**config.mk**
```make
export PLATFORM = sky130hd
export DESIGN_NAME = mem_port_arbiter_flat
export DESIGN_NICKNAME = d
export VERILOG_FILES = /design/src/rtl/mem_port_arbiter_if.sv /design/src/rtl/mem_port_arbiter.sv /design/src/flat_wrapper.sv
export SDC_FILE = /design/constraint.sdc
export NUM_CORES = 1
export LEC_CHECK = 0
export ABC_AREA = 1
export CAP_MARGIN = 30
export CORE_ASPECT_RATIO = 1.2
export CORE_UTILIZATION = 38
export CTS_BUF_LIST = sky130_fd_sc_hd__clkbuf_4 sky130_fd_sc_hd__clkbuf_8
export DETAILED_ROUTE_END_ITERATION = 8
export GPL_TIMING_DRIVEN = 1
export PLACE_DENSITY = 0.77
export SLEW_MARGIN = 15
export SYNTH_ARGS = -nofsm -noshare
export SYNTH_HDL_FRONTEND = slang
export SYNTH_SLANG_ARGS = --single-unit
```
**constraint.sdc**
```tcl
create_clock -name clk -period 1.4 [get_ports clk]
set_input_delay 0.28 -clock clk [delete_from_list [all_inputs] [get_ports clk]]
set_output_delay 0.28 -clock clk [all_outputs]
set_load 0.005 [all_outputs]
```
**src/rtl/mem_port_arbiter_if.sv**
```systemverilog
// Bundle of fetch, data and memory-side handshake signals.
// slave = arbiter view, master = requester/memory environment view.
interface mem_port_arbiter_if #(
  parameter int ADDR_W = 32,
  parameter int DATA_W = 32
);
  localparam int BE_W = DATA_W / 8;

  logic              if_req;
  logic [ADDR_W-1:0] if_addr;
  logic              if_done;
  logic [DATA_W-1:0] if_rdata;

  logic              d_req;
  logic              d_we;
  logic [ADDR_W-1:0] d_addr;
  logic [BE_W-1:0]   d_be;
  logic [DATA_W-1:0] d_wdata;
  logic              d_done;
  logic [DATA_W-1:0] d_rdata;

  logic              mem_req;
  logic              mem_we;
  logic [ADDR_W-1:0] mem_addr;
  logic [BE_W-1:0]   mem_be;
  logic [DATA_W-1:0] mem_wdata;
  logic              mem_ack;
  logic [DATA_W-1:0] mem_rdata;

  modport slave (
    input  if_req, if_addr,
    output if_done, if_rdata,
    input  d_req, d_we, d_addr, d_be, d_wdata,
    output d_done, d_rdata,
    output mem_req, mem_we, mem_addr, mem_be, mem_wdata,
    input  mem_ack, mem_rdata
  );

  modport master (
    output if_req, if_addr,
    input  if_done, if_rdata,
    output d_req, d_we, d_addr, d_be, d_wdata,
    input  d_done, d_rdata,
    input  mem_req, mem_we, mem_addr, mem_be, mem_wdata,
    output mem_ack, mem_rdata
  );
endinterface

```
**src/rtl/mem_port_arbiter.sv**
```systemverilog
// Fetch/data arbiter for a single-port memory with req/ack handshake.
// Optional perf counters: define MEM_ARB_PERF_EN.
module mem_port_arbiter #(
  parameter int ADDR_W       = 32,
  parameter int DATA_W       = 32,
  parameter int STARVE_LIMIT = 4
) (
  input  logic clk,
  input  logic reset,
  mem_port_arbiter_if.slave bus
`ifdef MEM_ARB_PERF_EN
  ,
  output logic [31:0] perf_conflict_cnt,
  output logic [31:0] perf_if_wait_cnt
`endif
);

  localparam int BE_W = DATA_W / 8;
  localparam logic [3:0] LIMIT = 4'(STARVE_LIMIT);

  typedef enum logic [1:0] {
    IDLE,
    I_ACC,
    D_ACC,
    RESP
  } state_t;

  state_t            state_q;
  logic              mem_req_q;
  logic              mem_we_q;
  logic [ADDR_W-1:0] mem_addr_q;
  logic [BE_W-1:0]   mem_be_q;
  logic [DATA_W-1:0] mem_wdata_q;
  logic [DATA_W-1:0] if_rdata_q;
  logic [DATA_W-1:0] d_rdata_q;
  logic              if_done_q;
  logic              d_done_q;
  logic [3:0]        streak_q;

  logic              grant_i;
  logic              grant_d;
  logic [3:0]        streak_inc;
  logic [ADDR_W-1:0] if_addr_al;

  // Grant decision: data has priority unless fetch has waited too long.
  always_comb begin
    grant_i    = 1'b0;
    grant_d    = 1'b0;
    if (state_q == IDLE) begin
      grant_i = bus.if_req &&
                (!bus.d_req || streak_q == LIMIT);
      grant_d = bus.d_req && !grant_i;
    end
    streak_inc = (streak_q == 4'hF) ? 4'hF
                                    : streak_q + 4'd1;
    if_addr_al = bus.if_addr & ~ADDR_W'(3);
  end

  // Arbitration FSM with registered memory-side and response outputs.
  always_ff @(posedge clk) begin
    if (reset) begin
      state_q     <= IDLE;
      mem_req_q   <= 1'b0;
      mem_we_q    <= 1'b0;
      mem_addr_q  <= '0;
      mem_be_q    <= '0;
      mem_wdata_q <= '0;
      if_rdata_q  <= '0;
      d_rdata_q   <= '0;
      if_done_q   <= 1'b0;
      d_done_q    <= 1'b0;
      streak_q    <= '0;
    end else begin
      unique case (state_q)
        IDLE: begin
          if_done_q <= 1'b0;
          d_done_q  <= 1'b0;
          unique case (1'b1)
            grant_i: begin
              mem_req_q  <= 1'b1;
              mem_we_q   <= 1'b0;
              mem_addr_q <= if_addr_al;
              mem_be_q   <= '1;
              streak_q   <= '0;
              state_q    <= I_ACC;
            end
            grant_d: begin
              mem_req_q   <= 1'b1;
              mem_we_q    <= bus.d_we;
              mem_addr_q  <= bus.d_addr;
              mem_be_q    <= bus.d_be;
              mem_wdata_q <= bus.d_wdata;
              streak_q    <= bus.if_req ? streak_inc : 4'd0;
              state_q     <= D_ACC;
            end
            default: ;
          endcase
        end
        I_ACC: begin
          if (bus.mem_ack) begin
            mem_req_q  <= 1'b0;
            if_rdata_q <= bus.mem_rdata;
            if_done_q  <= 1'b1;
            state_q    <= RESP;
          end
        end
        D_ACC: begin
          if (bus.mem_ack) begin
            mem_req_q <= 1'b0;
            if (!mem_we_q) d_rdata_q <= bus.mem_rdata;
            d_done_q  <= 1'b1;
            state_q   <= RESP;
          end
        end
        RESP: begin
          if_done_q <= 1'b0;
          d_done_q  <= 1'b0;
          state_q   <= IDLE;
        end
        default: state_q <= IDLE;
      endcase
    end
  end

  assign bus.mem_req   = mem_req_q;
  assign bus.mem_we    = mem_we_q;
  assign bus.mem_addr  = mem_addr_q;
  assign bus.mem_be    = mem_be_q;
  assign bus.mem_wdata = mem_wdata_q;
  assign bus.if_rdata  = if_rdata_q;
  assign bus.d_rdata   = d_rdata_q;
  assign bus.if_done   = if_done_q;
  assign bus.d_done    = d_done_q;

`ifdef MEM_ARB_PERF_EN
  logic [31:0] conf_cnt_q;
  logic [31:0] wait_cnt_q;
  logic        if_waiting;

  // Fetch is waiting unless granted now or its own access is in flight.
  assign if_waiting = bus.if_req && !grant_i &&
                      state_q != I_ACC &&
                      !(state_q == RESP && if_done_q);

  // Wrapping conflict and fetch-wait counters.
  always_ff @(posedge clk) begin
    if (reset) begin
      conf_cnt_q <= '0;
      wait_cnt_q <= '0;
    end else begin
      if (state_q == IDLE && bus.if_req && bus.d_req)
        conf_cnt_q <= conf_cnt_q + 32'd1;
      if (if_waiting)
        wait_cnt_q <= wait_cnt_q + 32'd1;
    end
  end

  assign perf_conflict_cnt = conf_cnt_q;
  assign perf_if_wait_cnt  = wait_cnt_q;
`endif

endmodule
```
**src/flat_wrapper.sv**
```systemverilog
// flat-port wrapper written by rule: the top's interface ports become plain ports
module mem_port_arbiter_flat 
#(
  parameter int ADDR_W       = 32,
  parameter int DATA_W       = 32,
  parameter int STARVE_LIMIT = 4
)
  (clk, reset, bus_if_req, bus_if_addr, bus_if_done, bus_if_rdata, bus_d_req, bus_d_we, bus_d_addr, bus_d_be, bus_d_wdata, bus_d_done, bus_d_rdata, bus_mem_req, bus_mem_we, bus_mem_addr, bus_mem_be, bus_mem_wdata, bus_mem_ack, bus_mem_rdata);
  mem_port_arbiter_if #(.ADDR_W(ADDR_W), .DATA_W(DATA_W)) bus_i ();
  input  logic clk;
  input  logic reset;
  input wire logic [$bits(bus_i.if_req)-1:0] bus_if_req;
  input wire logic [$bits(bus_i.if_addr)-1:0] bus_if_addr;
  output wire logic [$bits(bus_i.if_done)-1:0] bus_if_done;
  output wire logic [$bits(bus_i.if_rdata)-1:0] bus_if_rdata;
  input wire logic [$bits(bus_i.d_req)-1:0] bus_d_req;
  input wire logic [$bits(bus_i.d_we)-1:0] bus_d_we;
  input wire logic [$bits(bus_i.d_addr)-1:0] bus_d_addr;
  input wire logic [$bits(bus_i.d_be)-1:0] bus_d_be;
  input wire logic [$bits(bus_i.d_wdata)-1:0] bus_d_wdata;
  output wire logic [$bits(bus_i.d_done)-1:0] bus_d_done;
  output wire logic [$bits(bus_i.d_rdata)-1:0] bus_d_rdata;
  output wire logic [$bits(bus_i.mem_req)-1:0] bus_mem_req;
  output wire logic [$bits(bus_i.mem_we)-1:0] bus_mem_we;
  output wire logic [$bits(bus_i.mem_addr)-1:0] bus_mem_addr;
  output wire logic [$bits(bus_i.mem_be)-1:0] bus_mem_be;
  output wire logic [$bits(bus_i.mem_wdata)-1:0] bus_mem_wdata;
  input wire logic [$bits(bus_i.mem_ack)-1:0] bus_mem_ack;
  input wire logic [$bits(bus_i.mem_rdata)-1:0] bus_mem_rdata;
  assign bus_i.if_req = bus_if_req;
  assign bus_i.if_addr = bus_if_addr;
  assign bus_if_done = bus_i.if_done;
  assign bus_if_rdata = bus_i.if_rdata;
  assign bus_i.d_req = bus_d_req;
  assign bus_i.d_we = bus_d_we;
  assign bus_i.d_addr = bus_d_addr;
  assign bus_i.d_be = bus_d_be;
  assign bus_i.d_wdata = bus_d_wdata;
  assign bus_d_done = bus_i.d_done;
  assign bus_d_rdata = bus_i.d_rdata;
  assign bus_mem_req = bus_i.mem_req;
  assign bus_mem_we = bus_i.mem_we;
  assign bus_mem_addr = bus_i.mem_addr;
  assign bus_mem_be = bus_i.mem_be;
  assign bus_mem_wdata = bus_i.mem_wdata;
  assign bus_i.mem_ack = bus_mem_ack;
  assign bus_i.mem_rdata = bus_mem_rdata;
  mem_port_arbiter #(.ADDR_W(ADDR_W), .DATA_W(DATA_W), .STARVE_LIMIT(STARVE_LIMIT)) u_core (.clk(clk), .reset(reset), .bus(bus_i));
endmodule
```
==> impl_metrics.csv, run 1 <==
group,metric,value,unit
routing,route.detailed.drc,0,
floorplan,start_util,39.0,%
worst_setup_path,slowest_stage,"dfxtp_2",
placement,hpwl,11800,microns
sta,worstMarginPinSlew,584,ps
sta,rsz0062_at_grt,"yes",
synth,synth_edf_count,0,
floorplan,dieArea,15400,sq um
clock_network,cts_sinks,142,
sta,fmax,670,MHz
run_status,status,"finished, violations left",
routing,drt-wirelength-per-cell,15.6,microns
synth,synthTopCellsByArea,"dfxtp_1 (50%), nand2_1 (10%), nor2_1 (9.6%)",
synth,synth_most_common_cell,"nand2_1",
worst_setup_path,crit_path_start,"u_core.streak_q[0]",
sta,skew,12.5,ps
clock_network,cts_tree,"yes",
power,p_sw_share,33.9,%
worst_setup_path,worstPathCellList,"inv_2 -> ha_4 -> nand2_2 -> inv_2 -> nand2_4 -> nand3_4 -> buf_12 -> clkbuf_16 -> nand2_4 -> nand2_2 -> a21oi_2",
power,combPwrFrac,39.9,%
power,switchingPower,5.16,mW
placement,place_congestion,0.804,
cells_and_area,final_cell_area,10100,sq um
job,cap_violations,0,
worst_setup_path,startpoint_type,"register",
floorplan,rows,48,
clock_network,cts-root-buf,"clkbuf_8",
worst_setup_path,cp_max_fo,6,
synth,yosys-top-cells-count,"nand2_1 (155), nor2_1 (144), dfxtp_1 (142), o21ai_0 (99), a21oi_1 (77)",
clock_network,clock_path_buffers,2,
sta,drv_slew,0,
global_route,grt_use_met2,38.5,%
worst_setup_path,cp.arrival,1880,ps
synth,syn_area_per_cell,7.37,sq um
synth,synth_top_cell_area_share,50.3,%
power,power_frac_seq,35.5,%
global_route,grt_start_max_net_pins,73,
routing,drt_pass1_iterations,5,
worst_setup_path,crit-reg2reg-launch,"u_core.streak_q[0]",
cells_and_area,synthToLayoutAreaGrowth,78.7,%
synth,syn_area,5650,sq um
global_route,use_met1,24.2,%
clock_network,clk_pin_slew,80,ps
sta,timing.hold.ws,327,ps
cells_and_area,nets,1206,
synth,yosysTopAreaCell,"dfxtp_1",
sta,setup-violations-final,66,
global_route,first_global_vias,5476,
power,cellPowerDensity,1510,nW/um^2
worst_hold_path,worstHoldPathType,"primary input to register",
clock_network,numCtsBuffers,17,
synth,ys_seq_area_share,50.3,%
global_route,grt_use_total,22.1,%
cells_and_area,drive_above_1_share,26.6,%
routing,vias,6208,
sta,hold_violations,0,
synth,synth_top_flop_cell,"dfxtp_1",
worst_hold_path,worstHoldStart,"reset",
sta,max_slew_margin,61.0,%
synth,synth.distinct_cells,21,
power,cellLeakagePower,4.67,nW
floorplan,die_width,113,microns
global_route,overflow,0,
routing,finalWirelength,19800,microns
power,clkPwrFrac,24.6,%
routing,first_iter_violations,351,
synth,synth_nets,910,
worst_setup_path,crit_type,"register to register",
floorplan,core-area,14500,sq um
sta,period_minus_slack,1490,ps
routing,ant_nets,0,
worst_setup_path,required,1780,ps
power,ir_drop,859,uV
clock_network,h-tree-depth,4,
sta,fin_crit_sh,107,%
power,p_int,10.1,mW
routing,viasPerCell,4.87,
floorplan,die-height,136,microns
synth,async_flop_share,0,%
global_route,grt_first_pass_wirelength,26500,microns
sta,tns,-3360,ps
synth,synth-seq-cells,142,
cells_and_area,final_cells,1276,
worst_setup_path,cpPeakStageDelay,340,ps
global_route,grtUsageMet3,9.17,%
global_route,antenna_found_initial,1,
placement,placedCellCount,1222,
placement,portBuffers,271,
run_status,violations,"setup timing",
worst_setup_path,crit_path_end_kind,"register",
synth,yosysWarnings,0,
synth,synthCells,766,
placement,dpl_cell_area,8730,sq um
clock_network,clock_latency,460,ps
floorplan,io_pins,274,
global_route,busiest_layer,"met2",
sta,setup_ws,-93.2,ps
[metrics by stage]
stage,utilization (%),setup slack [ps],power (mW)
3_5_place_dp,60.3,-350,10.4
6_report,69.7,-93.2,15.2
2_1_floorplan,-,0.716,7.55
4_1_cts,63.2,-28.2,13.8
3_3_place_gp,60.3,-280,10.3
5_1_grt,69.7,-152,16.1
[area by class of cell]
cell class | instances | area (sq um)
Inverter | 53 | 216
Tap cell | 200 | 250
Sequential cell | 142 | 2910
Clock buffer | 18 | 248
Clock inverter | 14 | 205
Fill cell | 1184 | 4380
Multi-Input combinational cell | 520 | 2920
Timing Repair inverter | 1 | 6.26
Antenna cell | 1 | 2.50
Timing Repair Buffer | 327 | 3340
[worst paths after layout]
kind / end / slack [ps] / depth (start not counted)
hold / removal: u_core.bus.d_rdata[13] / 330 / 5
hold reg to reg: u_core.bus.mem_wdata[22] / 460 / 2
setup reg to reg: u_core.bus.mem_addr[2] / -90 / 11
setup / recovery: u_core.bus.mem_addr[2] / -90 / 11
[flip-flops by register name (all words and copies together), names as in the netlist]
signal                cells
u_core.bus.mem_req        1
u_core.state_q            2
u_core.streak_q           4
u_core.bus.if_done        1
u_core.bus.d_rdata       32
u_core.bus.d_done         1
u_core.bus.if_rdata      32
u_core.bus.mem_wdata     32
u_core.bus.mem_be         4
u_core.bus.mem_we         1
u_core.bus.mem_addr      32
[cells by family after synthesis]
kind of cell | share of synthesized area, %
AND/OR/NAND/NOR | 24.7
AO/OA/AOI/OAI | 15.9
flip-flops | 50.3
buffers and inverters | 7.73
adder cells (fa/ha/maj) | 1.33
[critical path, delay by kind of cell (launching register included)]
family	cells	cell delay [ps]
AO/OA/AOI/OAI	1	150
buffers and inverters	4	440
AND/OR/NAND/NOR	5	340
adder cells (fa/ha/maj)	1	150
flip-flops	1	340
[repair_timing]
action	4_1_cts	5_1_grt
endpoints found under the setup margin	217	149
hold buffers	0	0
endpoints found under the hold margin	0	0
buffers inserted	0	6
cloned	1	14
gates resized for setup	207	227
pin swaps	2	48
[power by group through the flow]
stage / registers [mW] / logic, mW / clock network, mW
3_5_place_dp: 5.40 / 5.04 / 0
5_1_grt: 5.50 / 6.61 / 4.00
2_1_floorplan: 5.47 / 2.07 / 0
6_report: 5.41 / 6.09 / 3.75
4_1_cts: 5.34 / 4.61 / 3.81
3_3_place_gp: 5.38 / 4.97 / 0
[layout by cell type, fill, tap and decap left out, types with 18 or more instances in the layout]
cell and n:
clkdlybuf4s50_1 134, nor2_1 123, dlygate4sd2_1 122, nand2_1 111, dfxtp_1 88, o21ai_0 55, dfxtp_2 54, a21oi_1 50
inv_1 43, nand3b_1 30, o21ai_2 30, nand2_2 27, a21oi_2 27, buf_4 22, nand2_4 18, clkbuf_8 18
[layer usage]
layer / vias up / share of wire [%]
met4: 0 / 2.3
met1: 2858 / 38
met5: - / 0
met2: 263 / 51
li1: 3048 / -
met3: 39 / 8.0
Power figures use the tool's default switching activity.
==> run 2, diff against run 1 <==
--- a/config.mk
+++ b/config.mk
@@ -8,11 +8,11 @@
 export ABC_AREA = 1
 export CAP_MARGIN = 30
 export CORE_ASPECT_RATIO = 1.2
-export CORE_UTILIZATION = 38
+export CORE_UTILIZATION = 37
 export CTS_BUF_LIST = sky130_fd_sc_hd__clkbuf_4 sky130_fd_sc_hd__clkbuf_8
 export DETAILED_ROUTE_END_ITERATION = 8
 export GPL_TIMING_DRIVEN = 1
-export PLACE_DENSITY = 0.77
+export PLACE_DENSITY = 0.75
 export SLEW_MARGIN = 15
 export SYNTH_ARGS = -nofsm -noshare
 export SYNTH_HDL_FRONTEND = slang
==> impl_metrics.csv, run 2 (same netlist as run 1, synthesis figures left out) <==
group,metric,value,unit
run_status,status,"finished, violations left",
run_status,violations,"setup timing",
placement,hpwl,11900,microns
floorplan,die_width,115,microns
floorplan,dieArea,15800,sq um
cells_and_area,antenna_cells,0,
global_route,first_global_vias,5270,
cells_and_area,multi_input_area,2780,sq um
placement,portBuffers,271,
routing,drt-wirelength-per-cell,14.8,microns
worst_setup_path,crit_path_end_kind,"register",
cells_and_area,finish.utilization,67.0,%
cells_and_area,final_cells,1282,
worst_setup_path,crit_type,"register to register",
routing,drt_pass1_iterations,4,
cells_and_area,n_fill_cell,1345,
job,cap_violations,0,
power,cellPowerDensity,1520,nW/um^2
sta,setup_ws,-70.3,ps
worst_setup_path,startpoint_type,"register",
power,cellLeakagePower,4.73,nW
routing,finalWirelength,19000,microns
global_route,grt_use_total,20.9,%
worst_setup_path,cp.arrival,1850,ps
routing,first_iter_violations,350,
routing,route.detailed.drc,0,
clock_network,clk_pin_slew,80,ps
placement,placedCellCount,1228,
global_route,antenna_found_initial,0,
sta,worstMarginPinSlew,282,ps
floorplan,core-area,15000,sq um
routing,vias,6126,
sta,skew,14.7,ps
cells_and_area,synthToLayoutAreaGrowth,77.4,%
cells_and_area,mostFrequentLayoutCells,"nor2_1 (137), clkdlybuf4s50_1 (134), dlygate4sd2_1 (134)",
routing,viasPerCell,4.78,
sta,max_slew_margin,81.2,%
floorplan,start_util,37.7,%
power,ir_drop,1070,uV
placement,place_congestion,0.790,
placement,pre_cts_ws,-292,ps
floorplan,die-height,137,microns
cells_and_area,drive_above_1_share,24.3,%
cells_and_area,mostFrequentLayoutCell,"nor2_1",
power,p_total,15.2,mW
floorplan,rows,49,
placement,dpl_cell_area,8810,sq um
sta,rsz0062_at_grt,"yes",
sta,period_minus_slack,1470,ps
clock_network,numCtsBuffers,17,
cells_and_area,nets,1209,
clock_network,cts_tree,"yes",
sta,fin_crit_sh,105,%
clock_network,cts_sinks,142,
worst_setup_path,required,1780,ps
sta,drv_slew,0,
worst_setup_path,cp_max_fo,7,
clock_network,clock_latency,440,ps
cells_and_area,final_cell_area,10000,sq um
clock_network,clock_path_buffers,2,
global_route,grt_start_max_net_pins,47,
global_route,overflow,0,
clock_network,cts-root-buf,"clkbuf_8",
cells_and_area,layout.area.seq,2910,sq um
global_route,grt_first_pass_wirelength,25700,microns
sta,setup-violations-final,54,
floorplan,io_pins,274,
clock_network,h-tree-depth,4,
sta,tns,-1200,ps
sta,timing.hold.ws,225,ps
routing,ant_nets,0,
sta,hold_violations,0,
sta,fmax,680,MHz
worst_hold_path,worstHoldPathType,"primary input to register",
[run 2: critical path, stage by stage, from the launching register on]
cell,delay [ps]
dfxtp_2,340
inv_2,40
ha_4,150
nand2_2,50
inv_2,40
nand2_4,80
nand3_4,100
buf_12,170
inv_16,80
clkbuf_16,150
nand2_1,70
a21oi_2,120
[run 2: what timing repair did]
item                       CTS  global route
setup endpoints to repair  236           142
pin swaps                    0            21
hold buffers                 0             0
gates resized for setup    199           175
gates cloned                 0            15
buffers inserted             0             7
[run 2: area by class of cell]
class	count	share of cell area (%)
sequential	142	29.1
multi-input combinational	520	27.7
inverter	53	2.25
tap	204	2.55
clock inverter	14	2.05
timing repair buffer	331	33.9
clock buffer	18	2.41
[run 2: where the power goes]
group / switching, mW / internal, mW
combinational: 2.98 / 3.13
clock: 1.70 / 2.00
sequential: 0.398 / 4.97
total: 5.08 / 10.1
[run 2: worst paths after layout]
kind / startpoint / slack [ps] / endpoint / cells after the start
setup / recovery: u_core.streak_q[1] / -70 / u_core.bus.mem_addr[0] / 11
hold / removal: reset / 230 / u_core.bus.if_rdata[21] / 4
setup reg to reg: u_core.streak_q[1] / -70 / u_core.bus.mem_addr[0] / 11
hold reg to reg: u_core.bus.mem_wdata[22] / 460 / u_core.bus.mem_wdata[22] / 2
[run 2: metal layers]
layer / GRT usage [%] / wire, microns / vias to the layer above
met5: 0 / 0 / -
met4: 6.13 / 256 / 0
met3: 8.27 / 1540 / 23
met2: 36.0 / 9690 / 228
met1: 23.7 / 7510 / 2825
li1: - / - / 3050
==> run 3, diff against run 2 <==
--- a/config.mk
+++ b/config.mk
@@ -6,6 +6,7 @@
 export NUM_CORES = 1
 export LEC_CHECK = 0
 export ABC_AREA = 1
+export ABC_CLOCK_PERIOD_IN_PS = 1400
 export CAP_MARGIN = 30
 export CORE_ASPECT_RATIO = 1.2
 export CORE_UTILIZATION = 37
==> results of run 3 <==
No change in the layout: final DEF, timing and power equal those of run 2.
==> edit 1: new RTL, config.mk and constraints of run 3 <==
`DATA_W` is set to 32 in 3 places; all go to 64.
--- a/src/rtl/mem_port_arbiter_if.sv
+++ b/src/rtl/mem_port_arbiter_if.sv
@@ -2,7 +2,7 @@
 // slave = arbiter view, master = requester/memory environment view.
 interface mem_port_arbiter_if #(
   parameter int ADDR_W = 32,
-  parameter int DATA_W = 32
+  parameter int DATA_W = 64
 );
   localparam int BE_W = DATA_W / 8;
 
--- a/src/rtl/mem_port_arbiter.sv
+++ b/src/rtl/mem_port_arbiter.sv
@@ -2,7 +2,7 @@
 // Optional perf counters: define MEM_ARB_PERF_EN.
 module mem_port_arbiter #(
   parameter int ADDR_W       = 32,
-  parameter int DATA_W       = 32,
+  parameter int DATA_W       = 64,
   parameter int STARVE_LIMIT = 4
 ) (
   input  logic clk,
--- a/src/flat_wrapper.sv
+++ b/src/flat_wrapper.sv
@@ -2,7 +2,7 @@
 module mem_port_arbiter_flat 
 #(
   parameter int ADDR_W       = 32,
-  parameter int DATA_W       = 32,
+  parameter int DATA_W       = 64,
   parameter int STARVE_LIMIT = 4
 )
   (clk, reset, bus_if_req, bus_if_addr, bus_if_done, bus_if_rdata, bus_d_req, bus_d_we, bus_d_addr, bus_d_be, bus_d_wdata, bus_d_done, bus_d_rdata, bus_mem_req, bus_mem_we, bus_mem_addr, bus_mem_be, bus_mem_wdata, bus_mem_ack, bus_mem_rdata);
Interface: changed (7 resized); port bits go from 274 to 442. No check against the original RTL was run, so the function may have changed too.
==> edit 1 against run 3 <==
Die area is 59% higher. First-iteration DRC count increased by 63%. Highest routed layer unchanged. Wire length increased by 87%. Worst setup slack got worse by 150 ps. Global-route usage grew 4.7 points. Sequential share of layout area rose by 0.82 points. Cell area grew 64%. Power increased by 65%. Sequential cell count rose by 100. Critical path depth is the same. Synthesized area rose by 61%. Critical path type unchanged. The flow still finishes with violations (setup timing).
==> edit 1: results (changes against run 3) <==
- The run finished, with violations left.
- The final reports fail on setup timing.
- The number of filler instances in the final layout is 1810 (+35%).
- The largest net degree at the start of global routing was 102 (+120%).
- The adder and majority gate portion of the synthesized area came to 0.8282% (-0.50 points).
- The first-pass GRT wire length is 50050 microns (+95%).
- The sequential share of the synthesized area is 53.44% (+3.1 points).
- The number of library cell types mapped by synthesis is 18 (-14%).
- The net count after synthesis is 1415 (+55%).
- The leakage component of the power is 0.007301 uW (+55%).
- The compound-cell area share of the yosys netlist was 15.42% (-0.47 points).
- Sorting the synthesized cells by area gives the leading types as sky130_fd_sc_hd__dfxtp_1 53%, sky130_fd_sc_hd__nor2_1 12%, sky130_fd_sc_hd__o21ai_0 9.2%.
- The aggregate routed wire length is 35620 microns (+87%).
- The H-tree level count is 2 (-2).
- The final setup violation count came to 173 (+220%).
- By count the netlist is led by 281 x sky130_fd_sc_hd__nor2_1, 242 x sky130_fd_sc_hd__dfxtp_1, 219 x sky130_fd_sc_hd__nand2_1.
- The post-layout worst setup margin is -223.6 ps (-153.3 ps).
- The via count of the first global-routing pass is 9289 (+76%).
- The maximum VDD drop is 1.011 mV (-5.9%).
- The count of TritonRoute iterations in the first routing pass is 5 (+1).
- The worst hold slack after final layout is 319.7 ps (+94.28 ps).
- The length of routed met3 wiring is 3087 microns (+100%).
- The met2 wire length is 17490 microns (+81%).
- The clock latency reported for the late side of the worst-skew pair came to 520 ps (+80 ps).
- The average instance area after synthesis was 7.535 sq um (+2.2%).
- The total clock buffers created by CTS is 39 (+22).
- The total number of vias was 10030 (+64%).
- The power dissipated by switching net loads is 8281 uW (+63%).
- The count of routing violations after the opening detailed-route iteration was 570 (+63%).
- The fraction of final layout cells sized beyond drive strength 1 is 23.09% (-1.2 points).
- The setup TNS after final layout is -17580 ps (-16370 ps).
- The final cell count without fillers is 2026 (+58%).
- The worst endpoint data arrival time was 2060 ps (+210 ps).
- The final weighted congestion in routability-driven placement is 0.8278 (+4.8%).
- The relative max-transition margin came to 67.36% (-14 points).
-- edit 1: worst paths after layout --
kind	cells after the start	endpoint	from
worst max-delay path	11	u_core.bus.mem_addr[30]	u_core.streak_q[0]
worst min-delay path	3	u_core.streak_q[3]	reset
worst max register to register	11	u_core.bus.mem_addr[30]	u_core.streak_q[0]
worst min register to register	2	u_core.bus.mem_wdata[60]	u_core.bus.mem_wdata[60]
-- edit 1: cell type report --
| class | instances | area [sq um] | share of cell area (%) |
|---|---|---|---|
| Clock inverter | 1 | 7.507 | 0.04580 |
| Clock buffer | 60 | 750.7 | 4.580 |
| Multi-Input combinational cell | 820 | 4432 | 27.04 |
| Timing Repair Buffer | 526 | 5634 | 34.38 |
| Inverter | 56 | 255.2 | 1.557 |
| Timing Repair inverter | 1 | 11.26 | 0.06871 |
| Sequential cell | 242 | 4898 | 29.89 |
| Tap cell | 320 | 400.4 | 2.443 |
-- edit 1: metal layers --
layer  global-route usage (%)  up-vias
li1                         -     4815
met1                    27.89     4652
met2                    43.85      441
met3                    7.155      119
met4                    14.56        0
met5                        0        -
-- edit 1: logic make-up (layout without fill, tap and decap cells) --
logic type | after synthesis | after routing
compound gates | 277 | 277
fa+ha+maj | 6 | 6
flops | 242 | 242
simple gates | 537 | 537
buf+inv | 141 | 644
-- edit 1: power groups by stage --
stage	Clock, uW	Combinational [uW]	Sequential (uW)
2_1_floorplan	0	3080	9190
3_3_place_gp	0	7730	9070
3_5_place_dp	0	7830	9110
4_1_cts	6180	8610	9030
5_1_grt	6560	10500	9290
6_report	6090	9760	9130
-- edit 1: what timing repair did --
action	4_1_cts	5_1_grt
gates cloned	13	12
setup buffers	12	6
pin swaps	18	41
gates resized for setup	509	212
endpoints found under the setup margin	470	368
endpoints found under the hold margin	0	0
-- edit 1: worst max-delay path, cell delays in order, from the launching register on --
cell and delay (ps):
sky130_fd_sc_hd__dfxtp_2 330, sky130_fd_sc_hd__inv_2 40, sky130_fd_sc_hd__ha_4 160, sky130_fd_sc_hd__nand2_2 50, sky130_fd_sc_hd__inv_2 40, sky130_fd_sc_hd__nand2_2 90
sky130_fd_sc_hd__nand3_4 130, sky130_fd_sc_hd__buf_12 170, sky130_fd_sc_hd__buf_12 160, sky130_fd_sc_hd__nand2_1 100, sky130_fd_sc_hd__nand2_1 100, sky130_fd_sc_hd__a21oi_2 150
-- edit 1: through the flow --
step                      power [uW]  area (sq um)
after floorplan                12270          9069
after global placement         16800         14040
after detailed placement       16940         14040
after CTS                      23820         15450
after global routing           26380         16390
final                          24980         16390
==> edit 2: new RTL, flow settings as in run 3 <==
Without the edit above. Re-encode `state_t` (4 states) as one-hot, 4 bits wide.
--- a/src/rtl/mem_port_arbiter.sv
+++ b/src/rtl/mem_port_arbiter.sv
@@ -18,11 +18,11 @@
   localparam int BE_W = DATA_W / 8;
   localparam logic [3:0] LIMIT = 4'(STARVE_LIMIT);
 
-  typedef enum logic [1:0] {
-    IDLE,
-    I_ACC,
-    D_ACC,
-    RESP
+  typedef enum logic [3:0] {
+    IDLE  = 4'b0001,
+    I_ACC = 4'b0010,
+    D_ACC = 4'b0100,
+    RESP  = 4'b1000
   } state_t;
 
   state_t            state_q;
Formal check against the unedited RTL: no difference found for any inputs over 4 cycles, from zero or initial values and one cycle with reset high; so few cycles prove little.
==> edit 2 against run 3 <==
Synthesized area rose by 4.3%. Sequential cell count increased by 2. Cell area shrank 0.39%. Critical path depth shrank 1. Worst setup slack worse by 37 ps. Worst hold slack improved by 73 ps. The run still ends with setup timing left. Count of clock-buffer cells in the layout is 1 higher. Wire length increased by 6.9%. Core utilization decreased by 2.9 points.
Power is not compared: it rests on default switching activity, and its combinational part moved more than twofold at a synthesized area within 25%.
==> edit 2: results (changes against run 3) <==
- The number of warnings printed during yosys synthesis is 0 (unchanged).
- The count of routing violations after the opening detailed-route iteration came to 321 (-8.3%).
- The number of library cell types mapped by synthesis is 25 (+19%).
- The post-detailed-placement half-perimeter wirelength is 12680 microns (+6.5%).
- The final cell count without fillers came to 1292 (+0.78%).
- The relative max-transition margin is 63.71% (-17 points).
- The compound-cell area share of the yosys netlist came to 13.15% (-2.7 points).
- The number of antenna violations at the first check in global routing is 1 (+1).
- The maximum number of buffers from clock root to sink is 2 (unchanged).
- The root cell of the clock tree is sky130_fd_sc_hd__clkbuf_8.
- The post-layout worst setup margin is -107.2 ps (-36.85 ps).
- The sequential share of the synthesized area was 48.95% (-1.4 points).
- The largest clock skew in the final design is 10.96 ps (-3.711 ps).
- The final setup violation count is 22 (-59%).
- The adder and majority gate portion of the synthesized area is 0.4249% (-0.90 points).
- The maximum VDD drop is approximately 0.9 mV.
- The clock latency reported for the late side of the worst-skew pair was 440 ps (about the same).
- After synthesis, the cell types taking the most area are sky130_fd_sc_hd__dfxtp_1 49%, sky130_fd_sc_hd__nand2_1 7.6%, sky130_fd_sc_hd__a21oi_1 6.9%.
- The total clock buffers created by CTS came to 17 (unchanged).
- The fraction of final layout cells sized beyond drive strength 1 was 21.24% (-3.1 points).
- The area share of xor/xnor cells in the synthesized design is 0% (unchanged).
- The largest net degree at the start of global routing is 63 (+34%).
- The placed instance count is 1240 (+0.98%).
- The top cell family by delay on the critical path is simple AND/OR/NAND/NOR gates.
- The via count of the first global-routing pass was 6114 (+16%).
- The first-pass GRT wire length is 30490 microns (+19%).
- The H-tree level count came to 4 (unchanged).
- The worst slack at placement is -364.4 ps (-72.29 ps).
- The total track usage is 23.98% (+3.1 points).
- The count of mapped cells out of synthesis is 777 (+1.4%).
- The routed via count divided by cell count came to 4.971 (+4.0%).
- The net count after synthesis is 917 (+0.77%).
- The count of flip-flops with a built-in enable after synthesis is 0 (unchanged).
- The worst hold slack after final layout came to 298.0 ps (+72.58 ps).
- The final weighted congestion in routability-driven placement was 0.7943 (+0.60%).
- The setup TNS after final layout is -1190 ps (+13.51 ps).
- The average wire per standard cell was 15.71 microns (+6.0%).
- The flow ran to the end, but the final reports show violations.
- The checks that failed: setup timing.
- The number of filler instances in the final layout came to 1422 (+5.7%).
- After synthesis, the most frequently instantiated cells are 144 x sky130_fd_sc_hd__dfxtp_1, 120 x sky130_fd_sc_hd__nand2_1, 81 x sky130_fd_sc_hd__a21oi_1.
- The internal power of the cells totals just over 7000 uW.
- The critical-path maximum fanout is 7 (unchanged).
==> edit 2: routing by layer <==
| metal | track usage [%] | part of all wire (%) | up-vias | wire length, microns |
|---|---|---|---|---|
| met5 | 0 | 0 | - | 0 |
| met1 | 26.05 | 39 | 2989 | 7821 |
| met4 | 11.53 | 2.9 | 0 | 589 |
| met3 | 7.572 | 7.3 | 39 | 1473 |
| li1 | - | - | 3161 | - |
| met2 | 41.49 | 51 | 234 | 10420 |
==> edit 2: cell type report <==
cell class / instances / area share [%]
antenna: 1 / 0.02508
tap: 208 / 2.608
timing repair buffer: 338 / 34.70
inverter: 83 / 3.198
clock buffer: 19 / 2.558
clock inverter: 13 / 1.129
sequential: 144 / 29.52
multi-input combinational: 486 / 26.26
==> edit 2: final timing paths <==
path,start,end,cells past startpoint
worst max-delay path,u_core.streak_q[0],u_core.bus.mem_wdata[19],10
worst min-delay path,reset,u_core.bus.mem_addr[7],5
worst max register to register,u_core.streak_q[0],u_core.bus.mem_wdata[19],10
worst min register to register,u_core.bus.if_rdata[5],u_core.bus.if_rdata[5],2
==> edit 2: repair_timing <==
action                                  4_1_cts  5_1_grt
hold buffers                                  0        0
endpoints found under the setup margin      207      144
pin swaps                                    11       34
gates cloned                                  6        6
buffers inserted                              9        3
resized for setup                           247       62
==> edit 2: metrics by stage <==
| stage | cell area, sq um | utilization [%] | power, uW |
|---|---|---|---|
| 2_1_floorplan | 5891 | - | 5601 |
| 5_1_grt | 9977 | 64.05 | 10640 |
| 4_1_cts | 9751 | 62.59 | 10090 |
| 6_report | 9977 | 64.05 | 10130 |
| 3_5_place_dp | 9029 | 57.96 | 6820 |
| 3_3_place_gp | 9029 | 57.96 | 6794 |
